--- src/rtl/ddr3_dqs_eye_tracker.sv ---
// ddr3_dqs_eye_tracker
//   Closed-loop read-strobe centring for one DDR3 DQS/DQ lane IOD. Repeatedly
//   clears the IOD eye-monitor flags, lets them settle, votes early/late over a
//   window and nudges the IOD delay line one tap toward the eye centre.
//
// Ports
//   FAB_CLK                  lane fabric clock
//   RX_SYNC_RST              synchronous reset, active-high
//   EN                       tracking enable (level)
//   LOAD_REQ                 pulse: reload static delay, preset tap counter
//   INIT_TAP[7:0]            tap matching the IOD static delay, taken on LOAD_REQ
//   EYE_MONITOR_EARLY/LATE   eye-monitor flags from the IOD
//   DELAY_LINE_OUT_OF_RANGE  delay-line range flag from the IOD
//   EYE_MONITOR_CLEAR_FLAGS  pulse to the IOD: clear the eye-monitor flags
//   DELAY_LINE_MOVE          pulse to the IOD: step the delay line one tap
//   DELAY_LINE_DIRECTION     1 = increase delay; meaningful with MOVE
//   DELAY_LINE_LOAD          pulse to the IOD: reload the static delay
//   TAP[7:0]                 current tap estimate
//   LOCKED                   eye is centred
//   ERR                      sticky range error
//
// Build option
//   DQS_TRACK_HYST_EN        when defined, a move needs two consecutive
//                            decisions in the same direction.

module ddr3_dqs_eye_tracker #(
  parameter int unsigned TAP_MAX    = 127,
  parameter int unsigned SETTLE_CYC = 8,
  parameter int unsigned VOTE_N     = 4,
  parameter int unsigned LOCK_CNT   = 3
) (
  input  logic       FAB_CLK,
  input  logic       RX_SYNC_RST,
  input  logic       EN,
  input  logic       LOAD_REQ,
  input  logic [7:0] INIT_TAP,
  input  logic       EYE_MONITOR_EARLY,
  input  logic       EYE_MONITOR_LATE,
  input  logic       DELAY_LINE_OUT_OF_RANGE,
  output logic       EYE_MONITOR_CLEAR_FLAGS,
  output logic       DELAY_LINE_MOVE,
  output logic       DELAY_LINE_DIRECTION,
  output logic       DELAY_LINE_LOAD,
  output logic [7:0] TAP,
  output logic       LOCKED,
  output logic       ERR
);

  localparam int unsigned TW = 8;   // tap width
  localparam int unsigned CW = 4;   // vote / stable counter width
  localparam int unsigned SW = 8;   // settle counter width

  localparam logic [TW-1:0] TAP_TOP     = TW'(TAP_MAX);
  localparam logic [SW-1:0] SETTLE_LAST = SW'(SETTLE_CYC - 1);
  localparam logic [CW-1:0] VOTE_LAST   = CW'(VOTE_N - 1);
  localparam logic [CW-1:0] LOCK_TOP    = CW'(LOCK_CNT);

  typedef enum logic [2:0] {
    S_IDLE,
    S_LOAD,
    S_CLEAR,
    S_SETTLE,
    S_SAMPLE,
    S_DECIDE,
    S_MOVE
  } state_t;

  state_t          state_q, state_d;
  logic [TW-1:0]   tap_q, tap_d;
  logic            locked_q, locked_d;
  logic            err_q, err_d;
  logic [CW-1:0]   stable_q, stable_d;
  logic [CW-1:0]   early_q, early_d;
  logic [CW-1:0]   late_q, late_d;
  logic [SW-1:0]   settle_q, settle_d;
  logic [CW-1:0]   vote_q, vote_d;
  logic            clr_q, clr_d;
  logic            move_q, move_d;
  logic            dir_q, dir_d;
  logic            load_q, load_d;
  logic            pend_q, pend_d;      // LOAD_REQ seen outside IDLE
  logic [TW-1:0]   init_q, init_d;      // INIT_TAP captured with it
  logic            chk_q, chk_d;        // cycle after a MOVE pulse
  logic            blk_vld_q, blk_vld_d;
  logic            blk_dir_q, blk_dir_d;
`ifdef DQS_TRACK_HYST_EN
  logic            hyst_vld_q, hyst_vld_d;
  logic            hyst_dir_q, hyst_dir_d;
`endif

  // Decision helpers
  logic            go_loop;
  logic            do_move;
  logic            req_inc;
  logic            req_dec;
  logic            req_dir;
  logic            at_limit;
  logic [CW-1:0]   stable_nxt;
  logic [TW-1:0]   load_val;

  assign TAP                     = tap_q;
  assign LOCKED                  = locked_q;
  assign ERR                     = err_q;
  assign EYE_MONITOR_CLEAR_FLAGS = clr_q;
  assign DELAY_LINE_MOVE         = move_q;
  assign DELAY_LINE_DIRECTION    = dir_q;
  assign DELAY_LINE_LOAD         = load_q;

  // Next-state and next-output logic
  always_comb begin
    state_d    = state_q;
    tap_d      = tap_q;
    locked_d   = locked_q;
    err_d      = err_q;
    stable_d   = stable_q;
    early_d    = early_q;
    late_d     = late_q;
    settle_d   = settle_q;
    vote_d     = vote_q;
    clr_d      = 1'b0;
    move_d     = 1'b0;
    dir_d      = dir_q;
    load_d     = 1'b0;
    pend_d     = pend_q;
    init_d     = init_q;
    chk_d      = 1'b0;
    blk_vld_d  = blk_vld_q;
    blk_dir_d  = blk_dir_q;
`ifdef DQS_TRACK_HYST_EN
    hyst_vld_d = hyst_vld_q;
    hyst_dir_d = hyst_dir_q;
`endif
    go_loop    = 1'b0;
    do_move    = 1'b0;
    req_inc    = (early_q > late_q);
    req_dec    = (late_q > early_q);
    req_dir    = req_inc;
    at_limit   = req_inc ? (tap_q == TAP_TOP) : (tap_q == '0);
    stable_nxt = (stable_q == LOCK_TOP) ? stable_q : (stable_q + CW'(1));
    load_val   = LOAD_REQ ? INIT_TAP : init_q;

    // Load requests arriving mid-loop wait for the next IDLE
    if (LOAD_REQ && (state_q != S_IDLE)) begin
      pend_d = 1'b1;
      init_d = INIT_TAP;
    end

    // IOD rejected the last step: undo it and fence off that direction
    if (chk_q && DELAY_LINE_OUT_OF_RANGE) begin
      err_d     = 1'b1;
      tap_d     = dir_q ? (tap_q - TW'(1)) : (tap_q + TW'(1));
      blk_vld_d = 1'b1;
      blk_dir_d = dir_q;
    end

    case (state_q)
      S_IDLE: begin
        if (LOAD_REQ || pend_q) begin
          state_d   = S_LOAD;
          load_d    = 1'b1;
          tap_d     = (load_val > TAP_TOP) ? TAP_TOP : load_val;
          locked_d  = 1'b0;
          err_d     = 1'b0;
          stable_d  = '0;
          pend_d    = 1'b0;
          blk_vld_d = 1'b0;
`ifdef DQS_TRACK_HYST_EN
          hyst_vld_d = 1'b0;
`endif
        end else if (EN) begin
          go_loop = 1'b1;
        end
      end

      S_LOAD: state_d = S_IDLE;

      S_CLEAR: begin
        state_d  = S_SETTLE;
        settle_d = '0;
      end

      S_SETTLE: begin
        if (settle_q == SETTLE_LAST) begin
          state_d = S_SAMPLE;
          vote_d  = '0;
        end else begin
          settle_d = settle_q + SW'(1);
        end
      end

      S_SAMPLE: begin
        early_d = early_q + CW'(EYE_MONITOR_EARLY);
        late_d  = late_q + CW'(EYE_MONITOR_LATE);
        if (vote_q == VOTE_LAST) begin
          state_d = S_DECIDE;
        end else begin
          vote_d = vote_q + CW'(1);
        end
      end

      S_DECIDE: begin
        if (!req_inc && !req_dec) begin
          stable_d = stable_nxt;
          if (stable_nxt == LOCK_TOP) locked_d = 1'b1;
`ifdef DQS_TRACK_HYST_EN
          hyst_vld_d = 1'b0;
`endif
          go_loop = 1'b1;
        end else begin
          stable_d = '0;
          // A request in the opposite direction lifts the fence
          if (blk_vld_q && (blk_dir_q != req_dir)) blk_vld_d = 1'b0;
          if (at_limit) begin
            err_d = 1'b1;
`ifdef DQS_TRACK_HYST_EN
            hyst_vld_d = 1'b0;
`endif
            go_loop = 1'b1;
          end else if (blk_vld_q && (blk_dir_q == req_dir)) begin
`ifdef DQS_TRACK_HYST_EN
            hyst_vld_d = 1'b0;
`endif
            go_loop = 1'b1;
          end else begin
`ifdef DQS_TRACK_HYST_EN
            if (hyst_vld_q && (hyst_dir_q == req_dir)) begin
              do_move    = 1'b1;
              hyst_vld_d = 1'b0;
            end else begin
              hyst_vld_d = 1'b1;
              hyst_dir_d = req_dir;
              go_loop    = 1'b1;
            end
`else
            do_move = 1'b1;
`endif
          end
        end
        if (do_move) begin
          state_d  = S_MOVE;
          move_d   = 1'b1;
          dir_d    = req_dir;
          tap_d    = req_dir ? (tap_q + TW'(1)) : (tap_q - TW'(1));
          locked_d = 1'b0;
        end
      end

      S_MOVE: begin
        chk_d   = 1'b1;
        go_loop = 1'b1;
      end

      default: state_d = S_IDLE;
    endcase

    // Start another decision loop, or park in IDLE once tracking is disabled
    if (go_loop) begin
      if (EN) begin
        state_d = S_CLEAR;
        clr_d   = 1'b1;
        early_d = '0;
        late_d  = '0;
      end else begin
        state_d = S_IDLE;
      end
    end
  end

  // State and output registers
  always_ff @(posedge FAB_CLK) begin
    if (RX_SYNC_RST) begin
      state_q    <= S_IDLE;
      tap_q      <= '0;
      locked_q   <= 1'b0;
      err_q      <= 1'b0;
      stable_q   <= '0;
      early_q    <= '0;
      late_q     <= '0;
      settle_q   <= '0;
      vote_q     <= '0;
      clr_q      <= 1'b0;
      move_q     <= 1'b0;
      dir_q      <= 1'b0;
      load_q     <= 1'b0;
      pend_q     <= 1'b0;
      init_q     <= '0;
      chk_q      <= 1'b0;
      blk_vld_q  <= 1'b0;
      blk_dir_q  <= 1'b0;
`ifdef DQS_TRACK_HYST_EN
      hyst_vld_q <= 1'b0;
      hyst_dir_q <= 1'b0;
`endif
    end else begin
      state_q    <= state_d;
      tap_q      <= tap_d;
      locked_q   <= locked_d;
      err_q      <= err_d;
      stable_q   <= stable_d;
      early_q    <= early_d;
      late_q     <= late_d;
      settle_q   <= settle_d;
      vote_q     <= vote_d;
      clr_q      <= clr_d;
      move_q     <= move_d;
      dir_q      <= dir_d;
      load_q     <= load_d;
      pend_q     <= pend_d;
      init_q     <= init_d;
      chk_q      <= chk_d;
      blk_vld_q  <= blk_vld_d;
      blk_dir_q  <= blk_dir_d;
`ifdef DQS_TRACK_HYST_EN
      hyst_vld_q <= hyst_vld_d;
      hyst_dir_q <= hyst_dir_d;
`endif
    end
  end

endmodule

--- config.mk ---
export PLATFORM = sky130hd
export DESIGN_NAME = ddr3_dqs_eye_tracker
export DESIGN_NICKNAME = d
export VERILOG_FILES = /design/src/rtl/ddr3_dqs_eye_tracker.sv
export SDC_FILE = /design/constraint.sdc
export NUM_CORES = 1
export LEC_CHECK = 0
export ABC_AREA = 1
export CAP_MARGIN = 20
export CORE_MARGIN = 2
export CORE_UTILIZATION = 40
export CTS_BUF_LIST = sky130_fd_sc_hd__clkbuf_16
export DETAILED_ROUTE_END_ITERATION = 10
export GPL_ROUTABILITY_DRIVEN = 0
export GPL_TIMING_DRIVEN = 0
export SLEW_MARGIN = 20
export SYNTH_ARGS = -nofsm -noshare
export SYNTH_HDL_FRONTEND = slang
export SYNTH_SLANG_ARGS = --single-unit
--- constraint.sdc ---
create_clock -name FAB_CLK -period 3.6 [get_ports FAB_CLK]
set_input_delay 0.72 -clock FAB_CLK [delete_from_list [all_inputs] [get_ports FAB_CLK]]
set_output_delay 0.72 -clock FAB_CLK [all_outputs]
set_load 0.02 [all_outputs]
==> summary.txt <==
Crit end category: flip-flop
Top-level I/O count: 29
DR iter-0 viols: 224
Most common cell after layout, fill and taps aside: nand2_1
Adder-Cell Fraction of Synth Area: 5.43%
Slew Viols, Final: 0
Cell area after synthesis: 3230 um^2
Setup Fix Bufs, Post-CTS: 0
Startpoint types: input port
HP Class: reg -> reg
H-tree levels: 2
Most frequent cells in the layout: nand2_1, nor2_1, inv_1
Final #Nets: 548
Worst setup path class: in -> reg
Num CTS Buffers: 5
Most used DFF post-synth: dfxtp_1
Final Hold Fails: 0
Routed wire length: 8080 um
Clock transition at path regs: 0.07 ns
Top cells by area, synth: dfxtp_1, nand2_1, nor2_1
Total Power: 0.00277 W
CP arrival: 2.63 ns
Layout cells sized above 1: 6.73%
Buffers on Ports: 28
Worst endpoint required time: 3.78 ns
RSZ-0062 raised after global routing: false
Antenna Nets Post-Route: 0
Drt wl/cell: 13.0 um
Synth warn: 0
Core ar.: 7770 um^2
Lkg Pwr: 1.70 nW
Post-cts resize count: 0
Largest net degree at the start of global routing: 19
Area Overhead vs Synth: 18.1%
Chip width: 93.8 um
EDFF count, synth: 0
Antenna diodes: 0
Relative max-transition margin: 54.0%
Synth Area in XOR/XNOR: 4.88%
Worst-margin pin slew: 0.689 ns
Seq cells post-synth: 53
Number of global-route vias before repair: 2923
Via count: 3166
Largest stage delay on the critical path: 0.44 ns
Post-layout min period: 2.45 ns
Status: complete, no violations
Peak supply drop: 256 uV
Gr usage total: 19.6%
Area share of the largest cell type after synthesis: 32.9%
Root buf cell: clkbuf_16
Initial antenna violation count: 0
Post-DP HPWL: 5980 um
Crit-path slowest cell: clkdlybuf4s50_1
Synth Area in Compound Gates: 14.3%
CTS Sinks: 53
CTS tree: built
Post-Route Skew: 0.00697 ns
Most used cell, CP: inv_1
Crit share post-route: 68.0%
Row Count: 32
Drt pass-1 iters: 5
Main combinational cell family by area after synthesis: simple AND/OR/NAND/NOR gates
CP Max Fanout: 5
Gate Count Post-Synth: 484
Unique masters post-synth: 39
Post-Syn Area per Cell: 6.67 um^2
Post-synth ARST share: 0%
Final Setup Violations: 0
Clock buffer depth: 2
Total gr overflow: 0
First-pass GRT wire length: 13900 um
Drc violations: 0
Max Cap Viol: 0
Fillers: 840
Initial Util: 41.6%
Die area: 8810 um^2
Pwr dens: 728 nW/um^2
Syn_nets: 513
DIE HEIGHT: 93.8 um
Synth area leader: dfxtp_1
Simple-Gate Fraction of Synth Area: 32.5%
Cell Chain, Critical Path: clkdlybuf4s50_1 > nor2_1 > inv_1 > nor2_1 > nand2_1 > o211ai_1 > inv_1 > o2111ai_1 > inv_1
Seq/Total Area, Yosys: 32.9%
Clock Latency Late Sink: 0.30 ns
Setup TNS: 0 ns
Max Clk Rate: 409 MHz
Mux cell area share after synthesis: 0.310%
Via density: 5.09
Post-CTS Hold Buffers: 0
[cell type report]
cell class	instances	area [um^2]	area share (%)
buffer	12	57.6	1.51
clock buffer	5	125	3.28
clock inverter	3	50.0	1.31
inverter	68	255	6.70
multi-input combinational	351	1850	48.7
sequential	53	1060	27.8
tap	102	128	3.35
timing repair buffer	28	280	7.35
[path summary, 6_finish.rpt]
check | startpoint | to | slack (ns) | depth (start not counted)
worst max register to register | early_q[1]$_SDFF_PP0_ | TAP[6]$_SDFF_PP0_ | 1.35 | 16
worst min-delay path | init_q[2]$_SDFFE_PP0P_ | init_q[2]$_SDFFE_PP0P_ | 0.47 | 2
worst min register to register | init_q[2]$_SDFFE_PP0P_ | init_q[2]$_SDFFE_PP0P_ | 0.47 | 2
worst max-delay path | LOAD_REQ | state_q[0]$_SDFFE_PP0P_ | 1.15 | 9
[metrics by stage]
step	util, %	instance area [um^2]	hold WS, ns	std cells	worst slack (ns)
after global placement	46.8	3640	0.440	614	0.901
after detailed placement	46.8	3640	0.455	614	0.891
after global routing	49.1	3810	0.488	622	0.994
after floorplan	-	3230	0.430	484	1.71
after CTS	49.1	3810	0.465	622	1.16
final	49.1	3810	0.466	622	1.15
[routing by layer]
layer	up-vias	wire [um]	track usage, %
li1	1652	-	-
met4	0	58	3.74
met2	64	3520	31.4
met5	-	0	0
met3	7	315	2.65
met1	1443	4190	28.3
[critical path, delay by kind of cell]
| family | cells | cell delay [ns] |
|---|---|---|
| simple gates | 3 | 0.84 |
| buf+inv | 4 | 0.69 |
| compound gates | 2 | 0.36 |
[registers in the layout, indices dropped and copies added, names as in the netlist, 3 cells and up]
signal	count
state_q	3
init_q	8
late_q	4
settle_q	8
TAP	8
early_q	4
vote_q	4
stable_q	4
[power by group]
group	internal, W	switching [W]	leakage (nW)	total [W]
sequential	0.000697	0.0000902	0.431	0.000788
clock	0.000335	0.000235	0.0859	0.000570
combinational	0.000490	0.000927	1.19	0.00142
total	0.00152	0.00125	1.70	0.00277
[cell families after synthesis]
logic type | count (synthesis)
mux | 1
simple gates | 235
fa+ha+maj | 14
flops | 53
buf+inv | 80
compound gates | 83
xor+xnor | 18
[synthesized netlist by cell type, types with 9 or more instances]
cell,count
inv_1,61
nor2_1,63
xor2_1,17
ha_1,14
nand2_1,92
nand3_1,43
dfxtp_1,53
o21ai_0,25
a21oi_1,33
nor3_1,11
nand4_1,9
(Power assumes the default switching activity.)
